## src/rtl/wb_register_file.sv

```systemverilog
// Write-back stage and 32x32 architectural register file for the 5-stage MIPS pipeline.
// Selects the write-back data, commits it, and serves two ID read ports with write-through bypass.
module wb_register_file #(
    parameter logic [31:0] SP_INIT = 32'h0000_07FC,
    parameter logic [31:0] GP_INIT = 32'h0000_1800,
    parameter int          CNT_W   = 32
) (
    input  logic             clk,
    input  logic             reset,
    input  logic             i_reg_write,
    input  logic [1:0]       i_mem_to_reg,
    input  logic [4:0]       i_write_register,
    input  logic [31:0]      i_result,
    input  logic [31:0]      i_mem_read_data,
    input  logic [31:0]      i_pc_4,
    input  logic [31:0]      i_imm_ext_out,
    input  logic [4:0]       i_read_register_1,
    input  logic [4:0]       i_read_register_2,
    output logic [31:0]      o_read_data_1,
    output logic [31:0]      o_read_data_2,
    output logic [31:0]      o_write_data,
    output logic             o_write_commit,
    output logic [CNT_W-1:0] o_commit_count
);

    logic [31:0]      regs_q [32];
    logic [31:0]      regs_d [32];
    logic [CNT_W-1:0] count_q;
    logic [CNT_W-1:0] count_d;

    always_comb begin
        o_write_data = i_result;
        case (i_mem_to_reg)
            2'b00: o_write_data = i_result;
            2'b01: o_write_data = i_mem_read_data;
            2'b10: o_write_data = i_pc_4;
            2'b11: o_write_data = i_imm_ext_out;
            default: o_write_data = i_result;
        endcase
    end

    // Gating with reset also disables the bypass while reset is held low.
    assign o_write_commit = reset & i_reg_write & (i_write_register != 5'd0);

    always_comb begin
        regs_d  = regs_q;
        count_d = count_q;
        if (o_write_commit) begin
            regs_d[i_write_register] = o_write_data;
            count_d                  = count_q + CNT_W'(1);
        end
    end

    always_ff @(posedge clk) begin
        if (!reset) begin
            for (int i = 0; i < 32; i++) begin
                regs_q[i] <= 32'd0;
            end
            regs_q[28] <= GP_INIT;
            regs_q[29] <= SP_INIT;
            count_q    <= '0;
        end else begin
            regs_q  <= regs_d;
            count_q <= count_d;
        end
    end

    always_comb begin
        o_read_data_1 = regs_q[i_read_register_1];
        if (i_read_register_1 == 5'd0) begin
            o_read_data_1 = 32'd0;
        end else if (o_write_commit && (i_read_register_1 == i_write_register)) begin
            o_read_data_1 = o_write_data;
        end
    end

    always_comb begin
        o_read_data_2 = regs_q[i_read_register_2];
        if (i_read_register_2 == 5'd0) begin
            o_read_data_2 = 32'd0;
        end else if (o_write_commit && (i_read_register_2 == i_write_register)) begin
            o_read_data_2 = o_write_data;
        end
    end

    assign o_commit_count = count_q;

endmodule

```

## config.mk

```make
export PLATFORM = sky130hd
export DESIGN_NAME = wb_register_file
export DESIGN_NICKNAME = d
export VERILOG_FILES = /design/src/rtl/wb_register_file.sv
export SDC_FILE = /design/constraint.sdc
export NUM_CORES = 2
export LEC_CHECK = 0
export CAP_MARGIN = 20
export CELL_PAD_IN_SITES_DETAIL_PLACEMENT = 1
export CELL_PAD_IN_SITES_GLOBAL_PLACEMENT = 1
export CORE_MARGIN = 2
export CORE_UTILIZATION = 45
export CTS_CLUSTER_SIZE = 12
export DETAILED_ROUTE_END_ITERATION = 10
export PLACE_DENSITY = 0.79
export SETUP_SLACK_MARGIN = 0.3
export SKIP_LAST_GASP = 1
export SYNTH_ARGS = -nofsm -noshare
export SYNTH_HDL_FRONTEND = slang
export SYNTH_SLANG_ARGS = --single-unit
export TNS_END_PERCENT = 50
```

## constraint.sdc

```tcl
create_clock -name clk -period 4.9 [get_ports clk]
set_input_delay 0.98 -clock clk [delete_from_list [all_inputs] [get_ports clk]]
set_output_delay 0.98 -clock clk [all_outputs]
set_load 0.02 [all_outputs]
```

== Yosys cells after proc, flatten, opt, wreduce, memory -nomap -nowiden ==
Cells that the tools add are included.

* Bits in registers: 1056
* Input port bits: 148
* Output and inout bits: 129

* Add/subtract/negate cells: 1
* Magnitude comparators: 4
* Equality and inequality tests: 5
* Multiplexer cells: 14
* Bitwise gates (word level): 5
* Reduce and logical (&&, ||, !) cells: 7

{| class="wikitable"
|+ Operators with widths
! cell !! count
|-
| bitwise mux 1024 bit || 1
|-
| binary-select mux 32 bit (select 5 bit) || 2
|-
| 2-to-1 mux 32 bit || 9
|-
| demux 32 bit (select 5 bit) || 1
|-
| one-hot mux 32 bit (4 select lines) || 1
|-
| adder 32 x 1 -> 32 bit, second input constant || 1
|-
| >= comparator 6 bit, second input constant || 3
|-
| NOT 5 -> 6 bit || 3
|-
| == test 5 bit || 2
|-
| zero test 5 bit || 2
|-
| < comparator 6 x 1 -> 1 bit, second input constant || 1
|-
| nonzero test 5 bit || 1
|-
| == test 2 bit, second input constant || 2
|-
| logical AND 1 bit || 3
|-
| bitwise AND 1 bit || 2
|-
| == test 2 x 1 -> 1 bit, second input constant || 1
|-
| zero test 2 bit || 1
|}

== Depth between registers and ports, before layout ==
* Word-level depth: 6
* Mapped depth: 11

== Least setup slack after synthesis ==
Ideal clock, no wire load.

* Path kind: in2out
* Start: input i_read_register_1[0]
* End: output o_read_data_1[6]
* Arrival time: 3.051 ns
* Required time: 3.920 ns
* Path slack: 0.869 ns
* Stages on the path: 8
* Cells stage by stage: buf_4 -> buf_6 -> buf_4 -> buf_2 -> xnor2_1 -> nand4_1 -> buf_2 -> o311ai_0

* Longest elaborated chain between the ends: 6
* Elaborated cells on any way between the ends: 9
* Classes of those cells: 1 x eq/ne; 5 x mux; 1 x bitwise; 2 x reduce/logical

{| class="wikitable"
|+ Ends and longest elaborated chain
! item !! line !! source
|-
| from (decl) || 17 || <nowiki>input logic [4:0] i_read_register_1,</nowiki>
|-
| NOT 5 -> 6 bit (not written as such) || 69 || <nowiki>o_read_data_1 = regs_q[i_read_register_1];</nowiki>
|-
| binary-select mux 32 bit (select 5 bit) || 69 ||
|-
| 2-to-1 mux 32 bit (not written as such) (2 in series) || 69 ||
|-
| 2-to-1 mux 32 bit || 72 || <nowiki>end else if (o_write_commit && (i_read_register_1 == i_write_register)) begin</nowiki>
|-
| 2-to-1 mux 32 bit (*) || 70 || <nowiki>if (i_read_register_1 == 5'd0) begin</nowiki>
|-
| to (decl) || 19 || <nowiki>output logic [31:0] o_read_data_1,</nowiki>
|}

Every way passes the cells marked *; elsewhere a longest branch is shown, timed or not. The select of a mux whose other input is x is not followed.

== Worst setup path in the final report ==
* Start: input i_read_register_1[1]
* End: output o_read_data_1[31]

Same word-level chain as after synthesis.

==> results.md <==
* Run status: complete, but fails checks
* Failing checks: DRC, setup timing
* # clock sinks at 1056
* Routed WL at 278 mm
* PnR worst setup slack at -0.184 ns
* Critical-path cell list: buf_8, buf_12, nor2b_1, a221oi_1, o21ai_1, a2111o_1, a31oi_1, buf_4
* Setup violations, final at 1
* Vias in the first global route at 56500
* I/O pin cnt at 277
* Met3 Resource Use GR at 16.1%
* Met1 usage at 52.1%
* CTS clk-pin slew, worst paths at 0.06 ns
* Final number of hold-violating endpoints at 0
* Type of the worst setup path: in -> out
* Maximum clock rate at 0.197 GHz
* Hold EP: regs_q[828]
* Largest area contributor in the netlist: dfxtp_1
* CTS buffer count at 116
* Final ANT Viol Nets at 0
* Leak pwr at 21.7 nW
* Yosys warns at 0
* Core area at 122000 µm²
* Syn Area/Cell at 8.88 µm²
* Nature of the critical path startpoint: input pin
* Synth area leaders: dfxtp_1 38%, mux4_2 20%, nand2_1 14%
* Hold Path Depth at 2
* Reg2Reg Depth at 5
* Dpl cells at 7798
* GR peak layer: met2
* Pwr dens at 317 nW/µm²
* Chip height at 354 µm
* HP Start: regs_q[828]
* Routability cong. at 0.949
* Mean routed wirelength per cell at 34.6 µm
* Initial Util at 45.3%
* RSZ-0062 raised after global routing: yes
* FF-to-FF End: o_commit_count[31]
* Remaining Overflow, GRT at 0
* Detail Placement HPWL at 168 mm
* Period utilization at 104%
* Number of flops mapped to enable cells by yosys at 0
* Worst setup EP type: primary output
* CP peak stage delay at 0.70 ns
* Syn Inst Count at 6198
* Slew headroom at 22.5%
* Root Buffer: clkbuf_16
* Vias per cell at 6.96
* Main flop type after synthesis: dfxtp_1
* Final Instance Count excl. Fillers at 8020
* Peak VDD IR at 0.318 mV
* Clk_skew at 0.0108 ns
* Cell variety after synth at 67
* Flop2flop setup slack at 2.46 ns
* First-pass GRT wire length at 392 mm
* Layout fillers at 13600
* Drt first pass iters at 9
* Largest net degree at the start of global routing at 117
* Synthesis-stage register bit count at 1056
* Total track usage at 42.9%
* GR met2 Demand/Resource at 62.3%
* Ys async rst share at 0%
* Maximum clock path buffer count at 3
* Least-Margin Pin Slew at 1.16 ns
* Pins Over Slew Limit at 0
* Clock Latency Late Sink at 0.72 ns
* Max-Cap Viols at 0
* Mapped Area at 55000 µm²
* Slowest-stage cell, CP: a221oi_1
* Req. time, crit path at 3.92 ns
* Worst Path Max Fanout at 21
* Hold WS at 0.468 ns
* Worst r2r src: o_commit_count[11]
* Hold Path Class: reg -> reg
* Die ar. at 125000 µm²
* CTS tree: done
* DRC viols at 2
* Sequential fraction of the synthesis area at 38.4%
* Hold_buf cts at 0
* Initial DRC Count at 8227
* Vias at 55900
* IO buf count at 276
* Tmin final at 5.08 ns
* Synth top area share at 38.4%
* Share of cells above drive strength 1 at 18.7%
* Row cnt at 128
* Die X at 354 µm
* Synthesized Nets at 6347
* WP data arrival at 4.10 ns
* Nets at 6448
* Syn-to-layout area delta at 17.8%
* H-tree Lvls at 3
* Antenna violations before repair at 22
## cells in the mapped netlist (all sizes together) (18+ instances only)
| library cell | count |
|---|---|
| a211oi | 31 |
| a21oi | 1030 |
| a221o | 22 |
| a221oi | 68 |
| a22oi | 21 |
| and2 | 38 |
| buf | 166 |
| clkbuf | 470 |
| dfxtp | 1056 |
| inv | 20 |
| mux2i | 260 |
| mux4 | 497 |
| nand2 | 2088 |
| nand3 | 34 |
| nand4 | 18 |
| nor2 | 100 |
| nor2b | 32 |
| o21ai | 36 |
## metrics by stage
stage,utilization (%),power (mW),instance area (µm²),TNS [ns],setup slack [ns]
3_5_place_dp,49.9,11.2,60600,-0.0577,-0.0391
5_1_grt,53.3,20.9,64800,0,0.0293
2_1_floorplan,-,10.1,55000,0,0.869
3_3_place_gp,49.9,11.2,60600,-0.0148,-0.0123
6_report,53.3,20.6,64800,-0.184,-0.184
4_1_cts,53.2,20.4,64700,0,0.0583
## what timing repair did
item / in CTS / in global routing
gates cloned: 2 / 1
pin swaps: 2 / 3
endpoints found under the setup margin: 46 / 35
setup buffers: 3 / 1
resized for setup: 23 / 26
## worst max-delay path: cells and delay by family
kind	cells	cell delay [ns]
AO/OA/AOI/OAI	4	2.12
buffers and inverters	3	0.81
AND/OR/NAND/NOR	1	0.14
## logic make-up (layout without fill, tap and decap cells)
kind of cell               count (synthesis)  count (layout)  share of synthesized area, %
muxes                                    761             761                          25.1
xor gates and xnor gates                  27              27                         0.430
adders and majority gates                  1               1                        0.0227
AOI/OAI and AO/OA                       1308            1308                          13.5
DFF                                     1056            1056                          38.4
other                                      0               6                             0
and+or+nand+nor                         2389            2390                          17.2
buffers and inverters                    656             846                          5.28
## state kept, by name, summed over array words and instances (netlist names)
| register | flops |
|---|---|
| o_commit_count | 32 |
| regs_q | 1024 |
## final cells by class
class / instances / area [µm²] / share of cell area, %
multi-input combinational: 4487 / 31400 / 48.5
timing repair buffer: 618 / 6170 / 9.52
clock inverter: 48 / 676 / 1.04
tap: 1625 / 2030 / 3.14
antenna: 6 / 15.0 / 0.0232
inverter: 20 / 82.6 / 0.127
clock buffer: 160 / 3280 / 5.06
sequential: 1056 / 21100 / 32.6
## worst max-delay path by stage
stage,startpoint,endpoint,slack [ns]
after CTS,i_write_register[1],o_read_data_1[7],0.06
final,i_read_register_1[1],o_read_data_1[31],-0.18
after detailed placement,i_write_register[1],o_read_data_1[19],-0.04
after global placement,i_write_register[1],o_read_data_1[0],-0.01
after global routing,i_read_register_1[1],o_read_data_1[31],0.03
after floorplan,i_read_register_1[0],o_read_data_1[6],0.87
## cell usage in the layout, fill, tap and decap left out, drive strengths merged, types with 15 or more instances in the layout
cell type,synthesis,routed
clkdlybuf4s50,0,203
and2,38,38
o21ai,36,36
mux2i,260,260
a211oi,31,31
xnor2,15,15
inv,20,24
a221o,22,22
nor2,100,100
a22oi,21,21
a221oi,68,68
a21oi,1030,1030
clkinv,0,28
nand3,34,34
buf,166,395
dfxtp,1056,1056
clkbuf,470,162
nor2b,32,33
mux4,497,497
nand2,2088,2088
nand4,18,18
## power breakdown
part,switching (mW),internal (mW)
Combinational,1.72,0.821
Clock,3.98,5.40
Sequential,0.0338,8.62
Total,5.73,14.8
## per-layer routing
metal	vias to the layer above	wire length [µm]
met4	25	24600
met5	-	211
li1	22000	-
met1	27800	95300
met2	4640	116000
met3	1431	41700
Power figures use the tool's default switching activity.
